**src/rtl/if_prefetch_stage_if.sv**
```systemverilog
// Instruction-fetch bus bundle for if_prefetch_stage.
//   imem_req    fetch request this cycle (stage -> memory)
//   imem_addr   fetch address, equal to the stage PC (stage -> memory)
//   imem_rdata  word for the request issued one non-held cycle earlier (memory -> stage)
//   id_valid    prefetch queue head valid (stage -> ID)
//   id_ready    ID accepts the head this cycle (ID -> stage)
//   id_pc_plus4 head PC+4 including the kernel bit (stage -> ID)
//   id_instr    head instruction word (stage -> ID)
// The master modport is the fetch stage; the slave modport is the memory/ID side.
interface if_prefetch_stage_if #(
  parameter int ADDR_W  = 32,
  parameter int INSTR_W = 32
);
  logic               imem_req;
  logic [ADDR_W-1:0]  imem_addr;
  logic [INSTR_W-1:0] imem_rdata;
  logic               id_valid;
  logic               id_ready;
  logic [ADDR_W-1:0]  id_pc_plus4;
  logic [INSTR_W-1:0] id_instr;

  modport master (
    output imem_req, imem_addr, id_valid, id_pc_plus4, id_instr,
    input  imem_rdata, id_ready
  );

  modport slave (
    input  imem_req, imem_addr, id_valid, id_pc_plus4, id_instr,
    output imem_rdata, id_ready
  );
endinterface

```
**src/rtl/if_prefetch_stage.sv**
```systemverilog
// Instruction-fetch stage with a decoupling prefetch queue.
// Owns the PC, issues at most one fetch per cycle to a 1-cycle-latency
// instruction memory, buffers returned words with their PC+4 and hands them
// to ID over valid/ready. Redirects (interrupt, exception, JR, J, B) flush the
// queue and drop the in-flight fetch.
// Ports:
//   clk, reset      clock and synchronous active-high reset
//   hold            global freeze; no state changes while high
//   pc_src          {JR, J, B} redirect select, one-hot or zero
//   branch_address, jump_address, jr_address   redirect targets
//   interrupt, exception                       ignored in kernel mode
//   bus             fetch/ID bundle (master side)
module if_prefetch_stage #(
  parameter int              INSTR_W   = 32,
  parameter int              ADDR_W    = 32,
  parameter int              DEPTH     = 4,
  parameter logic [ADDR_W-1:0] RESET_VEC = 32'h8000_0000,
  parameter logic [ADDR_W-1:0] IRQ_VEC   = 32'h8000_0004,
  parameter logic [ADDR_W-1:0] EXC_VEC   = 32'h8000_0008
) (
  input  logic              clk,
  input  logic              reset,
  input  logic              hold,
  input  logic [2:0]        pc_src,
  input  logic [ADDR_W-1:0] branch_address,
  input  logic [ADDR_W-1:0] jump_address,
  input  logic [ADDR_W-1:0] jr_address,
  input  logic              interrupt,
  input  logic              exception,
  if_prefetch_stage_if.master bus
);
  localparam int K  = ADDR_W - 1;
  localparam int PW = $clog2(DEPTH);
  localparam int CW = PW + 1;

  logic [ADDR_W-1:0]  pc;
  logic [CW-1:0]      count;
  logic [PW-1:0]      head;
  logic [PW-1:0]      tail;
  logic               vld_p1;       // a fetch is in flight to the memory
  logic [ADDR_W-1:0]  req_pc4_p1;   // PC+4 of that fetch
  logic [ADDR_W-1:0]  q_pc4   [DEPTH];
  logic [INSTR_W-1:0] q_instr [DEPTH];

  logic               take_irq;
  logic               take_exc;
  logic               redirect;
  logic [ADDR_W-1:0]  redirect_tgt;
  logic               head_vld;
  logic               pop;
  logic               wr;
  logic               fetch;
  logic [CW:0]        credit;

  // Kernel bit is forced, never carried into; low bits wrap.
  function automatic logic [ADDR_W-1:0] seq_next(input logic [ADDR_W-1:0] a,
                                                 input logic kern);
    return {kern, a[K-1:0] + K'(4)};
  endfunction

  assign take_irq = interrupt & ~pc[K];
  assign take_exc = exception & ~pc[K];
  assign redirect = ~hold & (take_irq | take_exc | (|pc_src));

  always_comb begin
    redirect_tgt = '1;
    if (take_irq)      redirect_tgt = IRQ_VEC;
    else if (take_exc) redirect_tgt = EXC_VEC;
    else begin
      case (pc_src)
        3'b100:  redirect_tgt = jr_address;
        3'b010:  redirect_tgt = jump_address;
        3'b001:  redirect_tgt = branch_address;
        default: redirect_tgt = '1;   // multi-hot select traps to all ones
      endcase
    end
  end

  assign head_vld = (count != '0);
  assign pop      = head_vld & bus.id_ready & ~hold & ~redirect;
  assign wr       = vld_p1 & ~hold & ~redirect;

  // Issue credit: entries held plus the one landing this cycle, minus the pop,
  // must leave room for the word this request returns next cycle.
  assign credit = (CW+1)'(count) + (CW+1)'(vld_p1) - (CW+1)'(pop);
  assign fetch  = ~reset & ~hold & ~redirect & (credit < (CW+1)'(DEPTH));

  assign bus.imem_req    = fetch;
  assign bus.imem_addr   = pc;
  assign bus.id_valid    = head_vld;
  assign bus.id_pc_plus4 = head_vld ? q_pc4[head]   : '0;
  assign bus.id_instr    = head_vld ? q_instr[head] : '0;

  // Stage p0 -> p1: PC, request tracking and queue control
  always_ff @(posedge clk) begin
    if (reset) begin
      pc     <= RESET_VEC;
      count  <= '0;
      head   <= '0;
      tail   <= '0;
      vld_p1 <= 1'b0;
    end else if (!hold) begin
      vld_p1 <= fetch;
      if (redirect) begin
        pc    <= redirect_tgt;
        count <= '0;
        head  <= tail;
      end else begin
        if (fetch) pc   <= seq_next(pc, pc[K]);
        if (wr)    tail <= tail + 1'b1;
        if (pop)   head <= head + 1'b1;
        count <= count + CW'(wr) - CW'(pop);
      end
    end
  end

  // Stage p1 -> queue: response data, captured alongside its request PC+4
  always_ff @(posedge clk) begin
    if (fetch) req_pc4_p1 <= seq_next(pc, pc[K] | interrupt | exception);
    if (wr) begin
      q_pc4[tail]   <= req_pc4_p1;
      q_instr[tail] <= bus.imem_rdata;
    end
  end

  a_no_overflow: assert property (@(posedge clk) disable iff (reset)
    !(wr && !pop && count == CW'(DEPTH)));
endmodule

```
**src/flat_wrapper.sv**
```systemverilog
// flat-port wrapper written by rule: the top's interface ports become plain ports
module if_prefetch_stage_flat 
#(
  parameter int              INSTR_W   = 32,
  parameter int              ADDR_W    = 32,
  parameter int              DEPTH     = 4,
  parameter logic [ADDR_W-1:0] RESET_VEC = 32'h8000_0000,
  parameter logic [ADDR_W-1:0] IRQ_VEC   = 32'h8000_0004,
  parameter logic [ADDR_W-1:0] EXC_VEC   = 32'h8000_0008
)
  (clk, reset, hold, pc_src, branch_address, jump_address, jr_address, interrupt, exception, bus_imem_req, bus_imem_addr, bus_id_valid, bus_id_pc_plus4, bus_id_instr, bus_imem_rdata, bus_id_ready);
  if_prefetch_stage_if #(.ADDR_W(ADDR_W), .INSTR_W(INSTR_W)) bus_i ();
  input  logic clk;
  input  logic reset;
  input  logic hold;
  input  logic [2:0] pc_src;
  input  logic [ADDR_W-1:0] branch_address;
  input  logic [ADDR_W-1:0] jump_address;
  input  logic [ADDR_W-1:0] jr_address;
  input  logic interrupt;
  input  logic exception;
  output wire logic [$bits(bus_i.imem_req)-1:0] bus_imem_req;
  output wire logic [$bits(bus_i.imem_addr)-1:0] bus_imem_addr;
  output wire logic [$bits(bus_i.id_valid)-1:0] bus_id_valid;
  output wire logic [$bits(bus_i.id_pc_plus4)-1:0] bus_id_pc_plus4;
  output wire logic [$bits(bus_i.id_instr)-1:0] bus_id_instr;
  input wire logic [$bits(bus_i.imem_rdata)-1:0] bus_imem_rdata;
  input wire logic [$bits(bus_i.id_ready)-1:0] bus_id_ready;
  assign bus_imem_req = bus_i.imem_req;
  assign bus_imem_addr = bus_i.imem_addr;
  assign bus_id_valid = bus_i.id_valid;
  assign bus_id_pc_plus4 = bus_i.id_pc_plus4;
  assign bus_id_instr = bus_i.id_instr;
  assign bus_i.imem_rdata = bus_imem_rdata;
  assign bus_i.id_ready = bus_id_ready;
  if_prefetch_stage #(.INSTR_W(INSTR_W), .ADDR_W(ADDR_W), .DEPTH(DEPTH), .RESET_VEC(RESET_VEC), .IRQ_VEC(IRQ_VEC), .EXC_VEC(EXC_VEC)) u_core (.clk(clk), .reset(reset), .hold(hold), .pc_src(pc_src), .branch_address(branch_address), .jump_address(jump_address), .jr_address(jr_address), .interrupt(interrupt), .exception(exception), .bus(bus_i));
endmodule
```
**config.mk**
```make
export PLATFORM = sky130hd
export DESIGN_NAME = if_prefetch_stage_flat
export DESIGN_NICKNAME = d
export VERILOG_FILES = /design/src/rtl/if_prefetch_stage_if.sv /design/src/rtl/if_prefetch_stage.sv /design/src/flat_wrapper.sv
export SDC_FILE = /design/constraint.sdc
export NUM_CORES = 1
export LEC_CHECK = 0
export BUFFER_PORTS_ARGS = -buffer_cell sky130_fd_sc_hd__buf_2
export CELL_PAD_IN_SITES_DETAIL_PLACEMENT = 2
export CELL_PAD_IN_SITES_GLOBAL_PLACEMENT = 2
export CORE_MARGIN = 8
export CORE_UTILIZATION = 36
export CTS_CLUSTER_SIZE = 30
export DETAILED_ROUTE_END_ITERATION = 10
export MAX_ROUTING_LAYER = met4
export PLACE_DENSITY_LB_ADDON = 0.1
export SETUP_SLACK_MARGIN = 0.1
export SLEW_MARGIN = 20
export SYNTH_ARGS = -nofsm -noshare
export SYNTH_HDL_FRONTEND = slang
export SYNTH_SLANG_ARGS = --single-unit
```
**constraint.sdc**
```tcl
create_clock -name clk -period 4.12 [get_ports clk]
set_input_delay 0.618 -clock clk [delete_from_list [all_inputs] [get_ports clk]]
set_output_delay 0.618 -clock clk [all_outputs]
set_load 0.01 [all_outputs]
```
## Yosys cells after proc, flatten, opt, wreduce, memory -nomap -nowiden

Memory sizes are Yosys's and may differ from the RTL's. A register that Yosys moved wholly into a read port is not among the register bits.
Cells that the tools add are included.

| word-level totals | value |
|---|---|
| RAM bits | 256 |
| word-level logic and storage cells | 63 |
| memories | 2 |
| bits in registers | 72 |
| output and inout port bits | 98 |
| bits of input ports | 137 |

Memory list:

| name | words | width | rd ports | clocked after Yosys merged registers in | write ports | line | RTL |
|---|---|---|---|---|---|---|---|
| u_core.q_instr | 4 | 32 | 1 | 1 | 1 | if_prefetch_stage.sv:43 | `logic [INSTR_W-1:0] q_instr [DEPTH];` |
| u_core.q_pc4 | 4 | 32 | 1 | 1 | 1 | if_prefetch_stage.sv:42 | `logic [ADDR_W-1:0] q_pc4 [DEPTH];` |

| cells by class | value |
|---|---|
| $add $sub $neg | 7 |
| bitwise operators | 19 |
| magnitude comparators | 1 |
| reductions and logical operators | 8 |
| multiplexer cells | 16 |
| equality and inequality tests | 3 |

Operators by type and width:

| cell | count |
|---|---|
| $mux W32 | 5 |
| $pmux W32 S3 | 1 |
| $add A31 B3 Y31 const B | 1 |
| $mux W31 | 1 |
| $mux W2 | 6 |
| $and A1 B1 Y1 | 11 |
| $reduce_and A2 Y1 | 3 |
| $add A2 B1 Y2 const B | 2 |
| $add A3 B1 Y4 | 1 |
| $lt A4 B3 Y1 const B | 1 |
| $not A1 Y1 | 4 |
| $or A1 B1 Y1 | 4 |
| $reduce_bool A2 Y1 | 2 |
| $sub A4 B1 Y4 | 1 |
| $add A3 B1 Y3 | 1 |
| $eq A3 B1 Y1 const B | 1 |
| $eq A3 B2 Y1 const B | 1 |
| $eq A3 B3 Y1 const B | 1 |
| $mux W3 | 1 |
| $reduce_and A3 Y1 | 1 |
| $reduce_bool A3 Y1 | 1 |
| $reduce_or A3 Y1 | 1 |
| $sub A3 B1 Y3 | 1 |
| $mux W1 | 2 |

## Logic depth before layout (Yosys ltp)

| logic depth | value |
|---|---|
| depth after elaboration | 12 |
| mapped depth | 14 |
| gate-level depth less buffers | 12 |

## Worst setup path before layout

OpenSTA, ideal clock, no wires.

| timing path | value |
|---|---|
| path type | input port to output port |
| start | in pc_src[0] |
| end | out bus_imem_req |
| buffers on the path | 1 |
| slack | -0.098 ns |
| data arrival time | 3.600 ns |
| stages | 11 |
| cells stage by stage | clkbuf_1 -> nor3_1 -> nand2_1 -> nor3_1 -> ha_1 -> inv_1 -> ha_1 -> and3b_1 -> nor4_4 -> o211ai_2 -> inv_1 |

| on the way | value |
|---|---|
| longest elaborated chain between the ends | 8 |
| elaborated cells on any way between the ends | 9 |

RTL lines:

| what | line | RTL |
|---|---|---|
| start: declaration | flat_wrapper.sv:16 | `input logic [2:0] pc_src;` |
| $reduce_or A3 Y1 (*) | if_prefetch_stage.sv:63 | `assign redirect = ~hold & (take_irq \| take_exc \| (\|pc_src));` |
| $or A1 B1 Y1 (*) | if_prefetch_stage.sv:63 |  |
| $and A1 B1 Y1 (*) | if_prefetch_stage.sv:63 |  |
| $not A1 Y1 (no source line) (*) | -- |  |
| $and A1 B1 Y1 | if_prefetch_stage.sv:80 | `assign pop = head_vld & bus.id_ready & ~hold & ~redirect;` |
| $sub A4 B1 Y4 | if_prefetch_stage.sv:85 | `assign credit = (CW+1)'(count) + (CW+1)'(vld_p1) - (CW+1)'(pop);` |
| $lt A4 B3 Y1 | if_prefetch_stage.sv:86 | `assign fetch = ~reset & ~hold & ~redirect & (credit < (CW+1)'(DEPTH));` |
| $and A1 B1 Y1 (*) | if_prefetch_stage.sv:86 |  |
| end: declaration | flat_wrapper.sv:22 | `output wire logic [$bits(bus_i.imem_req)-1:0] bus_imem_req;` |

Mark *: on every way between the ends. The rest lies on a longest branch, timed or not.

## Worst setup path in the final report

| timing path | value |
|---|---|
| start | reg u_core.count[1] |
| end | out bus_imem_req |

| on the way | value |
|---|---|
| longest elaborated chain between the ends | 7 |
| elaborated cells on any way between the ends | 8 |

RTL lines:

| what | line | RTL |
|---|---|---|
| start: declaration | if_prefetch_stage.sv:37 | `logic [CW-1:0] count;` |
| start signal: assignment | if_prefetch_stage.sv:112 | `count <= count + CW'(wr) - CW'(pop);` |
| $reduce_bool A3 Y1 | if_prefetch_stage.sv:79 | `assign head_vld = (count != '0);` |
| $and A1 B1 Y1 (3 in a row) | if_prefetch_stage.sv:80 |  |
| $sub A4 B1 Y4 (*) | if_prefetch_stage.sv:85 |  |
| $lt A4 B3 Y1 (*) | if_prefetch_stage.sv:86 |  |
| $and A1 B1 Y1 (*) | if_prefetch_stage.sv:86 |  |

Marks and branches as above.

==> metrics.cfg <==
[drt]
ant_nets=0
via_per_inst=5.28
via_count=8800
drc_errors=0
wl_per_cell_um=25.1
drt-initial-drc-count=401
drt_wl_total_um=41900
drtPass1Iterations=5

[cells_and_area]
drive_above_1_share_pct=36.9
synthToLayoutAreaGrowth_pct=23.3
final_common_cell=edfxtp_1
filler_cell_count=3838
postLayoutCellArea_um2=17200
nets=1268
final_cell_mix=edfxtp_1, buf_2, and2_1, mux4_2

[grt]
grt_pass1_vias=9909
antenna_found_initial=2
busiest_layer=met2
grt_use_met1_pct=25.2
grt_max_degree=65
grt_pass1_wl_um=64000
met2_usage_pct=30.7
globalRoute.totalOverflow=0
track_usage_pct=19.2
gr-usage-met3_pct=3.73

[floorplanning]
die_area_um2=45400
core_area_um2=38500
rows=72
initial_core_util_pct=36.3
die_w_um=213
die_h_um=213
ios=235

[critical_path]
crit_path_cell_trace=o31ai_1 > nor3_1 > ha_1 > inv_1 > ha_1 > and3b_1 > o211a_1 > o211ai_4 > clkinvlp_4 > buf_2
r2r_start=u_core.count[1]$_SDFFE_PP0N_
crit_buf_inv=3
crit_arrival_ns=3.11
reg2reg_to=u_core.bus.imem_addr[19]$_SDFFE_PP0P_
r2r_slack_ns=0.91
required_ns=3.50
max_stage_delay_ns=0.40
slowest_stage=o31ai_1
cp_common_cell=ha_1
path_class=reg -> out
path_max_fanout=8
cp-end-kind=primary output
crit_family=compound AO/OA/AOI/OAI gates
cp-start-kind=register
worst_r2r_path_depth=12

[timing]
maxClockFrequency_mhz=268
setup_viol=0
worstMarginPinSlew_ns=1.05
finalClockSkew_ns=0.0109
maxSlewHeadroom_pct=30.1
period_share_pct=90.4
fin_setup_tns_ns=0
period_minus_slack_ns=3.73
hold_viol_final=0
slew_violations=0
rsz0062_at_grt=no

[outcome]
run_status=finished clean

[hold_path]
hold_class=in -> reg
worstHoldStart=bus_imem_rdata[6]
whs_path_depth=1
min_to=u_core.q_instr[0][6]$_DFFE_PP_

[yosys]
synth-edff-count=288
synth-compound-area-share_pct=8.47
async_reset_ff_share_pct=0
syn-num-nets=1011
synth.ff_latch_count=330
netlist_area_um2=14000
synth_mux_area_share_pct=10.5
syn_area_per_cell_um2=16.2
synth_fa_ha_area_share_pct=0.949
synth_flop_cell=edfxtp_1
synth_top_family_by_area=multiplexers
seq_area_frac_synth_pct=67.9
synthCells=864
synth-simple-area-share_pct=8.17
ys_warn_count=0
synth_xor_area_share_pct=1.87
ys_types=66

[placed_design]
dpl.hpwl_um=29700
place.gp.congestion=0.799
placed_area_um2=15900
portBuffers=234

[run]
maxCapViolCount=0

[clocking]
clock_path_buffers=3
cts_tree=yes
hold_buffers=0
root_buffer=clkbuf_16
cts_made_buffers=37
insertion_delay_ns=0.52
clk_pin_slew_ns=0.06
htreeDepth=2
clock-sinks=330

[power_and_ir_drop]
peakVddDrop_uv=224
p_total_uw=7480
power_leakage_uw=0.00609
p_per_area_nw_per_um2=434

-- synthesized netlist by cell type, drive strengths merged (11+ instances only) --
cell type / n / area [um2]
edfxtp: 288 / 8650
o21ai: 13 / 65.1
a21oi: 38 / 190
o221ai: 17 / 149
and2: 65 / 407
buf: 21 / 104
o31ai: 11 / 82.6
o22ai: 20 / 125
mux4: 64 / 1440
nand3: 12 / 72.6
nor2: 31 / 116
dfxtp: 42 / 841
o22a: 22 / 193
xnor2: 20 / 175
nand2: 13 / 48.8
nor3: 15 / 90.1
clkbuf: 36 / 135
inv: 18 / 67.6
-- per-layer routing --
metal  wire (um)  vias up
li1            -     3977
met1       19000     4521
met2       20100      250
met3        2070       52
met4         775        0
met5           0        -
-- registers in the layout, indices dropped and copies added, names as in the netlist, named ones only --
register / cells
u_core.bus.imem_addr: 32
u_core.q_pc4: 128
u_core.tail: 2
u_core.vld_p1: 1
u_core.count: 3
u_core.req_pc4_p1: 32
u_core.head: 2
u_core.q_instr: 128
-- metrics by stage --
step	util, %	hold slack (ns)	worst slack [ns]	instances
final	44.8	0.322	0.393	1668
after global routing	44.8	0.299	0.155	1668
after CTS	44.6	0.287	0.150	1658
after detailed placement	41.4	0.471	0.282	1591
after global placement	41.4	0.479	0.297	1591
after floorplan	-	0.459	0.154	864
-- timing repair --
| action | in CTS | in global routing |
|---|---|---|
| gates resized for setup | 0 | 2 |
| setup endpoints to repair | 0 | 1 |
| setup buffers | 0 | 9 |
-- power breakdown --
part	total (uW)	internal (uW)	switching, uW
combinational	398	177	221
sequential	3720	3650	72.7
clock	3360	2060	1300
-- kinds of logic after synthesis --
kind of cell,after synthesis
flops,330
simple gates,188
compound gates,165
buf+inv,76
mux,66
xor+xnor,29
fa+ha+maj,10
-- area by class of cell --
type	instances	area (um2)	share of cell area (%)
inverter	19	75.1	0.435
antenna	1	2.50	0.0145
clock inverter	21	228	1.32
sequential	330	9500	55.1
clock buffer	46	1010	5.87
multi-input combinational	458	4220	24.5
timing repair buffer	275	1550	9.01
tap	518	648	3.76
-- how the worst max path moves through the flow --
stage	cells past startpoint	startpoint	slack, ns	endpoint
2_1_floorplan	11	pc_src[0]	0.15	bus_imem_req
3_3_place_gp	12	pc_src[0]	0.30	bus_imem_req
3_5_place_dp	12	pc_src[0]	0.28	bus_imem_req
4_1_cts	11	u_core.bus.imem_addr[31]$_SDFFE_PP1P_	0.15	bus_imem_req
5_1_grt	11	u_core.bus.imem_addr[31]$_SDFFE_PP1P_	0.16	bus_imem_req
6_report	10	u_core.count[1]$_SDFFE_PP0N_	0.39	bus_imem_req
Power figures use the tool's default switching activity.
